[src/rtl/dma_desc_queue.sv]
// Descriptor FIFO + launcher feeding dma_controller; counts completions, raises sticky irq/err. Optional macro: DMA_DESC_TIMEOUT_EN.
// Latency: push at t0 -> pop at t1 -> start_transfer high t2..t3; completion seen at tn -> done_pulse tn..tn+1, next pop tn+1.
// Backpressure: desc_ready is a registered !full; a pop while full re-opens desc_ready only on the following cycle.
module dma_desc_queue #(
  parameter int DEPTH   = 4,
  parameter int TIMEOUT = 16
) (
  input  logic                     clk,
  input  logic                     reset,
  input  logic                     desc_valid,
  output logic                     desc_ready,
  input  logic [31:0]              desc_src,
  input  logic [31:0]              desc_dest,
  input  logic [31:0]              desc_len,
  output logic                     start_transfer,
  output logic [31:0]              src_addr,
  output logic [31:0]              dest_addr,
  output logic [31:0]              transfer_length,
  input  logic                     dma_busy,
  output logic [$clog2(DEPTH):0]   queue_count,
  output logic                     done_pulse,
  output logic [15:0]              done_count,
  output logic                     irq,
  input  logic                     irq_clear,
  output logic                     err
);

  localparam int AW = $clog2(DEPTH);
  localparam int CW = AW + 1;

  typedef struct packed {
    logic [31:0] src;
    logic [31:0] dest;
    logic [31:0] len;
  } desc_t;

  typedef enum logic [1:0] {IDLE, LAUNCH, WAIT_BUSY, WAIT_DONE} state_t;

  desc_t          mem_q [DEPTH];
  desc_t          mem_d [DEPTH];
  logic [AW-1:0]  wr_ptr_q, wr_ptr_d;
  logic [AW-1:0]  rd_ptr_q, rd_ptr_d;
  logic [CW-1:0]  count_q, count_d;
  state_t         state_q, state_d;
  logic           ready_q, ready_d;
  logic           start_q, start_d;
  desc_t          cur_q, cur_d;
  logic           done_q, done_d;
  logic [15:0]    dcnt_q, dcnt_d;
  logic           irq_q, irq_d;
  logic           err_q, err_d;

  logic push, len_ok, store, pop, completion, tmo_hit;

  // Handshake decode: accepted descriptors with zero or non-word-multiple length are dropped.
  always_comb begin
    push       = desc_valid && ready_q;
    len_ok     = (desc_len != 32'd0) && (desc_len[1:0] == 2'b00);
    store      = push && len_ok;
    pop        = (state_q == IDLE) && (count_q != '0);
    completion = (state_q == WAIT_DONE) && !dma_busy;
  end

`ifdef DMA_DESC_TIMEOUT_EN
  localparam int TW = $clog2(TIMEOUT + 1);
  logic [TW-1:0] tmo_q, tmo_d;

  // Cycles spent in WAIT_BUSY; restarts from zero on every entry.
  always_comb begin
    tmo_d   = (state_q == WAIT_BUSY) ? tmo_q + TW'(1) : '0;
    tmo_hit = (state_q == WAIT_BUSY) && !dma_busy && (tmo_q == TW'(TIMEOUT - 1));
  end

  // Timeout counter register.
  always_ff @(posedge clk or posedge reset) begin
    if (reset) tmo_q <= '0;
    else       tmo_q <= tmo_d;
  end
`else
  logic unused_timeout;
  assign unused_timeout = (TIMEOUT > 0);
  assign tmo_hit        = 1'b0;
`endif

  // Launch sequencer next state: one descriptor in flight at a time.
  always_comb begin
    state_d = state_q;
    case (state_q)
      IDLE:      if (pop) state_d = LAUNCH;
      LAUNCH:    state_d = WAIT_BUSY;
      WAIT_BUSY: begin
        if (dma_busy)     state_d = WAIT_DONE;
        else if (tmo_hit) state_d = IDLE;
      end
      WAIT_DONE: if (!dma_busy) state_d = IDLE;
      default:   state_d = IDLE;
    endcase
  end

  // FIFO bookkeeping, launch registers and status flags.
  always_comb begin
    mem_d = mem_q;
    if (store) mem_d[wr_ptr_q] = '{src: desc_src, dest: desc_dest, len: desc_len};
    wr_ptr_d = wr_ptr_q + AW'(store);
    rd_ptr_d = rd_ptr_q + AW'(pop);
    count_d  = count_q + CW'(store) - CW'(pop);
    ready_d  = (count_d != CW'(DEPTH));
    cur_d    = pop ? mem_q[rd_ptr_q] : cur_q;
    start_d  = (state_q == LAUNCH);
    done_d   = completion;
    dcnt_d   = dcnt_q + 16'(completion);
    if (completion)     irq_d = 1'b1;
    else if (irq_clear) irq_d = 1'b0;
    else                irq_d = irq_q;
    err_d = err_q | (push && !len_ok) | tmo_hit;
  end

  // State registers; reset abandons any queued or in-flight descriptor.
  always_ff @(posedge clk or posedge reset) begin
    if (reset) begin
      mem_q    <= '{default: '0};
      wr_ptr_q <= '0;
      rd_ptr_q <= '0;
      count_q  <= '0;
      state_q  <= IDLE;
      ready_q  <= 1'b1;
      start_q  <= 1'b0;
      cur_q    <= '0;
      done_q   <= 1'b0;
      dcnt_q   <= '0;
      irq_q    <= 1'b0;
      err_q    <= 1'b0;
    end else begin
      mem_q    <= mem_d;
      wr_ptr_q <= wr_ptr_d;
      rd_ptr_q <= rd_ptr_d;
      count_q  <= count_d;
      state_q  <= state_d;
      ready_q  <= ready_d;
      start_q  <= start_d;
      cur_q    <= cur_d;
      done_q   <= done_d;
      dcnt_q   <= dcnt_d;
      irq_q    <= irq_d;
      err_q    <= err_d;
    end
  end

  assign desc_ready      = ready_q;
  assign start_transfer  = start_q;
  assign src_addr        = cur_q.src;
  assign dest_addr       = cur_q.dest;
  assign transfer_length = cur_q.len;
  assign queue_count     = count_q;
  assign done_pulse      = done_q;
  assign done_count      = dcnt_q;
  assign irq             = irq_q;
  assign err             = err_q;

endmodule

[config.mk]
export PLATFORM = sky130hd
export DESIGN_NAME = dma_desc_queue
export DESIGN_NICKNAME = d
export VERILOG_FILES = /design/src/rtl/dma_desc_queue.sv
export SDC_FILE = /design/constraint.sdc
export NUM_CORES = 1
export LEC_CHECK = 0
export CORE_MARGIN = 4
export CORE_UTILIZATION = 61
export DETAILED_ROUTE_END_ITERATION = 6
export MAX_ROUTING_LAYER = met4
export PLACE_DENSITY = 0.85
export SYNTH_ARGS = -nofsm -noshare
export SYNTH_HDL_FRONTEND = slang
export SYNTH_SLANG_ARGS = --single-unit
[constraint.sdc]
create_clock -name clk -period 37.8 [get_ports clk]
set_input_delay 7.56 -clock clk [delete_from_list [all_inputs] [get_ports clk]]
set_output_delay 7.56 -clock clk [all_outputs]
set_load 0.02 [all_outputs]
==> flow_summary.ini, run 1 <==
[outcome]
outcome = completed

[synth]
syn_area_um2 = 21400
synth-seq-cells = 510
synth_top_family_by_area = multiplexers
syn_inst = 1261
avgSynthCellArea_um2 = 17.0
synthSimpleGateAreaFrac_pct = 1.48
synth_adder_area_share_pct = 0.736
synth_xor_area_share_pct = 0.736
ys_seq_area_share_pct = 59.6
synth.distinct_cells = 37
syn-num-nets = 1374
synth_compound_area_share_pct = 0.397
synth_mux_area_share_pct = 35.0
yosysWarnings = 0

[sta]
hold_viol_final = 0
finalMaxSlewViolations = 0
rsz0062_at_grt = no
clock.fmax_ghz = 0.0973
max-slew-margin-rel_pct = 27.5
worst_pin_slew_ps = 1090
setup_viol = 0
post-route-min-period_ps = 10280
clock_skew_ps = 7.59
period_share_pct = 27.2
setup-tns-final_ps = 0

[routing]
drtPass1Iterations = 4
vias = 11583
drt-total-wl_um = 43600
drc = 0
drt-initial-drc-count = 484
drtAntennaViolNets = 0
vias_per_cell = 5.84
routedWlPerCell_um = 22.0

[critical_path]
reg2reg_depth = 3
critPathMaxFanout = 58
critPathLaunchType = input pin
cpLargestDelayFamily = buffers and inverters
critical_path_required_ps = 38250
worstReg2RegStart = rd_ptr_q[0]$_DFF_PP0_
arrival_ps = 10730
crit_buf_inv = 2
reg2reg_to = dest_addr[17]$_DFFE_PP0P_
crit_chain = clkdlybuf4s50_1, nor4_1, nand4_1, o21ai_4, buf_4, mux2_2
crit_cells = 6
r2r_setup_slack_ps = 34690
crit_path_end_kind = flip-flop
crit_type = in2reg
cp_slowest_cell = buf_4
slowest_delay_ps = 740

[placement]
placed_cell_area_um2 = 24000
gp_congestion = 0.766
place_hpwl_um = 26700
io_buffers = 220
placedCellCount = 1881

[floorplan]
die_x_um = 195
core_um2 = 34500
die_y_um = 195
pin_count = 221
dieArea_um2 = 38200
start_util_pct = 62.0
rows = 68

[clocking]
tritoncts = built
cts_max_level = 2
holdBufCountCts = 0
clkLatencyLatePin_ps = 570
cts_buffers = 51
clk_pin_slew_ps = 60
cts_max_path_buffers = 3
cts-resized-gates = 0
clock_sinks = 510
cts_setup_buffers = 0
clock-root-buffer = clkbuf_16

[hold_path]
min_delay_worst_endpoint = irq$_DFFE_PP0P_
hold_start = irq$_DFFE_PP0P_
whs_path_depth = 1
hold_class = reg2reg

[layout]
drive_above_1_share_pct = 35.0
fin_nets = 1592
instances_no_fill = 1983
fin_area_um2 = 25700
syn_to_final_growth_pct = 20.2
fill_cells = 2106

[power]
leakage_uw = 0.0114
power.density_nw_per_um2 = 87.1
peakVddDrop_uv = 56.2

[global_route]
grtUsageTotal_pct = 24.4
overflow = 0
grt_max_degree = 111
antenna_found_initial = 7
grt_first_pass_wirelength_um = 72000
grt_pass1_vias = 13118

[flow_run]
drv_cap = 0
## where the power goes
part,internal (uW),switching [uW],leakage (uW)
Combinational,471,298,0.00419
Clock,307,206,0.000874
Sequential,800,158,0.00635
Total,1580,662,0.0114
## how the worst max path moves through the flow
stage	from	endpoint	slack, ps
after CTS	reset	rd_ptr_q[0]$_DFF_PP0_	27520
final	desc_len[28]	mem_q[60]$_DFFE_PP0P_	27520
after global routing	reset	rd_ptr_q[0]$_DFF_PP0_	27130
after global placement	reset	rd_ptr_q[0]$_DFF_PP0_	26970
after detailed placement	reset	rd_ptr_q[0]$_DFF_PP0_	26900
after floorplan	reset	dest_addr[0]$_DFFE_PP0P_	16000
## flip-flops by register name, indices dropped and copies added (netlist names), 2 cells and up
register         cells
wr_ptr_q             2
transfer_length     32
mem_q              384
rd_ptr_q             2
queue_count          3
state_q              2
done_count          16
dest_addr           32
src_addr            32
## routing by layer
metal / global-route usage, % / up-vias / routed length (um)
li1: - / 5112 / -
met1: 32.9 / 6175 / 19100
met2: 39.0 / 226 / 21600
met3: 4.52 / 70 / 1980
met4: 6.65 / 0 / 1010
met5: - / - / 0
## cells by family (layout without fill, tap and decap cells)
| kind of cell | after synthesis | in the layout |
|---|---|---|
| multiplexers | 569 | 569 |
| flip-flops | 510 | 510 |
| buffers and inverters | 82 | 342 |
| AND/OR/NAND/NOR | 58 | 58 |
| XOR/XNOR | 18 | 18 |
| adder cells (fa/ha/maj) | 12 | 12 |
| AO/OA/AOI/OAI | 12 | 12 |
| other | 0 | 7 |
## cells in the final DEF (no fill, tap or decap), types with 7 or more instances in the layout
cell type / count
dfrtp_1: 507
clkinv_2: 12
clkdlybuf4s50_1: 220
mux2_2: 321
clkbuf_16: 53
ha_1: 11
buf_4: 17
mux2_1: 152
clkbuf_8: 19
mux4_2: 96
and2_1: 8
xnor2_1: 9
diode_2: 7
nor4_1: 8
nor2_1: 9
inv_1: 9
clkbuf_1: 7
xor2_1: 9
nand2_1: 9
## area by class of cell
cell class	instances	area [um^2]	area share, %
Multi-Input combinational cell	669	8250	32.1
Sequential cell	510	12800	49.6
Antenna cell	7	17.5	0.0681
Clock buffer	79	1610	6.27
Tap cell	455	569	2.21
Timing Repair Buffer	237	2330	9.05
Inverter	10	45.0	0.175
Clock inverter	16	135	0.525
## stage by stage
step                hold WS, ps  utilization, %  setup slack [ps]  total power (uW)
floorplan                   448               -             16000              1480
global placement            455            69.4             26970              1700
detailed placement          468            69.4             26900              1740
CTS                         481            74.4             27520              2270
global route                491            74.5             27130              2370
finish                      478            74.5             27520              2240
## synth_stat cells
cell	count	share of area (%)
a21oi_1	2	0.047
fa_1	1	0.094
inv_1	10	0.18
nor4b_1	1	0.041
mux2_2	321	17
nand4bb_1	1	0.053
nor2b_1	1	0.029
ha_1	11	0.64
buf_1	5	0.088
a31o_2	1	0.041
nor4_1	8	0.23
o22ai_1	1	0.029
xnor2_1	9	0.37
buf_2	28	0.65
nand4_1	3	0.088
dfstp_2	1	0.12
nor2_1	9	0.16
nor3b_1	2	0.070
mux2_1	152	8.0
and2_1	8	0.23
o31ai_1	1	0.035
mux4_2	96	10
dfrtp_1	509	60
or3_1	1	0.029
a21o_1	1	0.035
o21ai_0	2	0.047
nand2_1	9	0.16
nand3_1	6	0.14
and3_1	3	0.088
and4_1	1	0.041
xor2_1	9	0.37
clkbuf_1	19	0.33
or2_2	1	0.029
nor3_1	4	0.094
buf_6	5	0.26
o21ai_2	4	0.16
buf_4	15	0.53
(Power assumes the default switching activity.)
==> inputs of run 2 (changes only) <==
--- a/config.mk
+++ b/config.mk
@@ -6,10 +6,10 @@
 export NUM_CORES = 1
 export LEC_CHECK = 0
 export CORE_MARGIN = 4
-export CORE_UTILIZATION = 61
+export CORE_UTILIZATION = 51
 export DETAILED_ROUTE_END_ITERATION = 6
 export MAX_ROUTING_LAYER = met4
-export PLACE_DENSITY = 0.85
+export PLACE_DENSITY = 0.76
 export SYNTH_ARGS = -nofsm -noshare
 export SYNTH_HDL_FRONTEND = slang
 export SYNTH_SLANG_ARGS = --single-unit
==> constraint.sdc (replaced) <==
create_clock -name clk -period 8.85 [get_ports clk]
set_input_delay 1.77 -clock clk [delete_from_list [all_inputs] [get_ports clk]]
set_output_delay 1.77 -clock clk [all_outputs]
set_load 0.02 [all_outputs]
==> run 2 against run 1 <==
Critical path depth unchanged; largest power group unchanged; critical path type unchanged; routed wire length increased by 2.8%; sequential power grew to 4.2 times the previous value; flip-flop and latch count did not move; power rose to 4.3 times the previous value; hold slack worse by 6.9 ps; die area increased by 19%.
==> flow_summary.ini, run 2 (synthesis gave the netlist of run 1 again) <==
[outcome]
outcome = completed

[sta]
max-slew-margin-rel_pct = 28.4
setup-tns-final_ps = 0
post-route-min-period_ps = 4960
worst_pin_slew_ps = 1070
finalMaxSlewViolations = 0
period_share_pct = 56.1
rsz0062_at_grt = no
clock_skew_ps = 29.4
setup_viol = 0
clock.fmax_ghz = 0.201
hold_viol_final = 0

[floorplan]
start_util_pct = 52.0
pin_count = 221
core_um2 = 41200
die_y_um = 213
dieArea_um2 = 45300
rows = 74
die_x_um = 213

[critical_path]
cp_slowest_cell = o21ai_4
crit_path_end_kind = flip-flop
cpLargestDelayFamily = buffers and inverters
critPathLaunchType = input pin
arrival_ps = 5430
crit_type = in2reg
critPathMaxFanout = 39
critical_path_required_ps = 9320
slowest_delay_ps = 920
crit_buf_inv = 2
crit_chain = clkdlybuf4s50_1, nor4_1, nand4_1, o21ai_4, buf_4, mux2_2

[clocking]
clk_pin_slew_ps = 70
clock_sinks = 510
cts_max_level = 2
tritoncts = built
cts_setup_buffers = 0
cts-resized-gates = 0
holdBufCountCts = 0
cts_buffers = 52
clock-root-buffer = clkbuf_16
clkLatencyLatePin_ps = 590
cts_max_path_buffers = 3

[routing]
drtPass1Iterations = 4
routedWlPerCell_um = 21.9
drtAntennaViolNets = 0
drt-initial-drc-count = 566
vias = 11628
vias_per_cell = 5.67
drt-total-wl_um = 44900
drc = 0

[layout]
drive_above_1_share_pct = 34.4
fin_nets = 1590
fill_cells = 3017
regMostFlops = mem_q
mostFrequentLayoutCell = dfrtp_1
final-seq-area_um2 = 12800
mostFrequentLayoutCells = dfrtp_1, mux2_2, clkdlybuf4s50_1
instances_no_fill = 2050
multi_input_area_um2 = 8250
largest_register_ffs = 384
syn_to_final_growth_pct = 20.5

[placement]
io_buffers = 220
placedCellCount = 1955
gp_congestion = 0.753
place_hpwl_um = 26600

[hold_path]
hold_class = reg2reg

[global_route]
grt_pass1_vias = 13006
grt_first_pass_wirelength_um = 72700
antenna_found_initial = 2
overflow = 0
grtUsageTotal_pct = 20.9
grt_max_degree = 192

[power]
peakVddDrop_uv = 207
leakage_uw = 0.0114
power.density_nw_per_um2 = 370
power_uw = 9540

[flow_run]
drv_cap = 0
[run 2: cell count changes in the layout (fill, tap and decap cells not counted), moves of 2 or more]
| cell | change |
|---|---|
| clkbuf_8 | -10 |
| clkinv_2 | -2 |
| buf_4 | -8 |
| buf_12 | +5 |
| clkbuf_1 | +7 |
| diode_2 | -5 |
[run 2: per-layer routing]
metal	global-route usage [%]	part of all wire [%]	routed length [um]
met1	27.2	43	19500
met2	34.1	49	22200
met3	5.23	5.6	2500
met4	4.31	1.6	704
met5	-	0	0
[run 2: area by class of cell]
class | instances | share of cell area (%)
Sequential cell | 510 | 49.5
Multi-Input combinational cell | 669 | 32.0
Timing Repair Buffer | 234 | 9.18
Clock buffer | 77 | 5.92
Tap cell | 532 | 2.58
Clock inverter | 16 | 0.669
Inverter | 10 | 0.160
Antenna cell | 2 | 0.0194
[run 2: final timing paths]
kind                                     startpoint                       end  slack (ps)  cells past startpoint
hold reg to reg            done_count[15]$_DFF_PP0_  done_count[15]$_DFF_PP0_         470                      1
min in group asynchronous                     reset    mem_q[193]$_DFFE_PP0P_        1650                      2
setup reg to reg             state_q[0]$_DFFE_PP0P_  dest_addr[2]$_DFFE_PP0P_        5990                      6
max in group asynchronous                     reset     mem_q[52]$_DFFE_PP0P_        5700                      3
setup / recovery                       desc_len[28]    mem_q[343]$_DFFE_PP0P_        3890                      6
hold / removal             done_count[15]$_DFF_PP0_  done_count[15]$_DFF_PP0_         470                      1
[run 2: through the flow]
stage	area (um^2)	hold WS, ps	utilization [%]	setup slack [ps]
5_1_grt	25800	491	62.6	3770
3_3_place_gp	24100	457	58.5	3320
4_1_cts	25800	473	62.6	3870
6_report	25800	471	62.6	3890
2_1_floorplan	21400	448	-	156
3_5_place_dp	24100	460	58.5	3240
[run 2: where the power goes]
part / switching (uW) / total [uW] / internal [uW] / leakage [uW]
combinational: 1310 / 3320 / 2020 / 0.00420
clock: 899 / 2180 / 1280 / 0.000840
sequential: 621 / 4040 / 3420 / 0.00635
total: 2830 / 9540 / 6710 / 0.0114
==> inputs of run 3 (changes only) <==
--- a/config.mk
+++ b/config.mk
@@ -6,10 +6,10 @@
 export NUM_CORES = 1
 export LEC_CHECK = 0
 export CORE_MARGIN = 4
-export CORE_UTILIZATION = 51
+export CORE_UTILIZATION = 57
 export DETAILED_ROUTE_END_ITERATION = 6
 export MAX_ROUTING_LAYER = met4
-export PLACE_DENSITY = 0.76
+export PLACE_DENSITY = 0.8
 export SYNTH_ARGS = -nofsm -noshare
 export SYNTH_HDL_FRONTEND = slang
 export SYNTH_SLANG_ARGS = --single-unit
==> constraint.sdc (replaced) <==
create_clock -name clk -period 4.6 [get_ports clk]
set_input_delay 0.92 -clock clk [delete_from_list [all_inputs] [get_ports clk]]
set_output_delay 0.92 -clock clk [all_outputs]
set_load 0.02 [all_outputs]
==> run 3 against run 2 <==
Critical path type unchanged; non-clock buffer count grew 14; flip-flop and latch count unchanged; largest power group unchanged; sequential power is 95% higher; global-route usage grew 2.4 points; critical path depth increased by 7.
==> flow_summary.ini, run 3 (synthesis gave the netlist of run 1 again) <==
[power]
power.density_nw_per_um2 = 709
leakage_uw = 0.0115
peakVddDrop_uv = 526

[layout]
mostFrequentLayoutCell = dfrtp_1
regMostFlops = mem_q
largest_register_ffs = 384
syn_to_final_growth_pct = 21.0
drive_above_1_share_pct = 35.3
fin_area_um2 = 25900
fin_nets = 1603
mostFrequentLayoutCells = dfrtp_1, mux2_2, clkdlybuf4s50_1
instances_no_fill = 2002

[placement]
gp_congestion = 0.759
place_hpwl_um = 27600
placed_cell_area_um2 = 24200
io_buffers = 220
placedCellCount = 1905

[routing]
drc = 0
wl_met1_um = 19600
drt-total-wl_um = 44700
drtAntennaViolNets = 0
vias_per_cell = 5.88
drtPass1Iterations = 6
highest-signal-layer = met4
vias = 11769
met3WireLength_um = 2130
dr_wl_met2_um = 22100
drt-initial-drc-count = 410
routedWlPerCell_um = 22.3

[critical_path]
crit_path_end_kind = flip-flop
crit_buf_inv = 3
critPathLaunchType = input pin
r2r_setup_slack_ps = 1780
cp_slowest_cell = nor4_1
critical_path_required_ps = 5090
critPathMaxFanout = 6
crit_type = in2reg
crit_chain = clkdlybuf4s50_1, nor4_1, nand4_1, buf_4, nor2_1, or2_2, ha_1, inv_1, ha_1, fa_1, xor2_1, xnor2_1, nand2_1
arrival_ps = 4030
slowest_delay_ps = 730
path_common_cell = ha_1
cpLargestDelayFamily = simple AND/OR/NAND/NOR gates

[floorplan]
die_y_um = 202
rows = 70
dieArea_um2 = 40700
die_x_um = 202
core_um2 = 36800
pin_count = 221
start_util_pct = 58.2

[sta]
clock_skew_ps = 14.8
setup_viol = 0
clock.fmax_ghz = 0.283
max-slew-margin-rel_pct = 37.4
post-route-min-period_ps = 3540
finalMaxSlewViolations = 0
worst_pin_slew_ps = 938
rsz0062_at_grt = no
period_share_pct = 76.9
hold_viol_final = 0

[clocking]
tritoncts = built
holdBufCountCts = 0
cts_buffers = 51
cts_max_path_buffers = 3
cts_max_level = 2
cts-resized-gates = 0
cts_setup_buffers = 0
clock_sinks = 510
clkLatencyLatePin_ps = 570
clock-root-buffer = clkbuf_16
clk_pin_slew_ps = 60

[outcome]
outcome = completed

[global_route]
grtUsageTotal_pct = 23.3
grt_pass1_vias = 13242
antenna_found_initial = 6
grt_first_pass_wirelength_um = 74000
grt_max_degree = 88
overflow = 0

[flow_run]
drv_cap = 0

[hold_path]
hold_class = reg2reg
-- run 3: path summary, 6_finish.rpt --
check | from | to | depth (start not counted)
hold reg to reg | done_count[15]$_DFF_PP0_ | done_count[15]$_DFF_PP0_ | 1
setup / recovery | desc_len[5] | desc_ready$_DFF_PP1_ | 13
max in group asynchronous | reset | transfer_length[14]$_DFFE_PP0P_ | 3
hold / removal | done_count[15]$_DFF_PP0_ | done_count[15]$_DFF_PP0_ | 1
setup reg to reg | state_q[0]$_DFFE_PP0P_ | dest_addr[21]$_DFFE_PP0P_ | 6
min in group asynchronous | reset | irq$_DFFE_PP0P_ | 2
-- run 3: worst register-to-register path: cells and delay by family, from the launching register on --
kind	cells	cell delay (ps)
buffers and inverters	3	1510
adders and majority gates	1	250
AOI/OAI and AO/OA	1	70
muxes	1	480
DFF	1	390
-- run 3: cell type report --
cell class / count / area (um^2)
fillers: 2419 / 10900
diodes: 6 / 15.0
inverters: 10 / 41.3
clock buffers: 70 / 1480
repair buffers: 248 / 2560
well taps: 468 / 586
flip-flops and latches: 510 / 12800
multi-input cells: 669 / 8250
clock inverters: 21 / 186
-- run 3: stage by stage --
step / setup slack (ps) / hold slack, ps / setup TNS (ps) / utilization (%) / power [uW]
after floorplan: -3240 / 448 / -1652270 / - / 12200
after global placement: 695 / 451 / 0 / 65.8 / 14100
after detailed placement: 587 / 467 / 0 / 65.8 / 14400
after CTS: 1180 / 479 / 0 / 70.3 / 18600
after global routing: 916 / 498 / 0 / 70.4 / 19400
final: 1060 / 475 / 0 / 70.4 / 18300
-- run 3: power by group --
group	switching [uW]	internal [uW]
registers	1290	6580
logic	2470	3910
clock network	1690	2410
total	5440	12900
-- run 3: metal layers --
| metal | track usage, % | vias to the layer above |
|---|---|---|
| met4 | 6.05 | 0 |
| met3 | 4.83 | 59 |
| met5 | - | - |
| met2 | 37.0 | 259 |
| li1 | - | 5132 |
| met1 | 31.5 | 6319 |
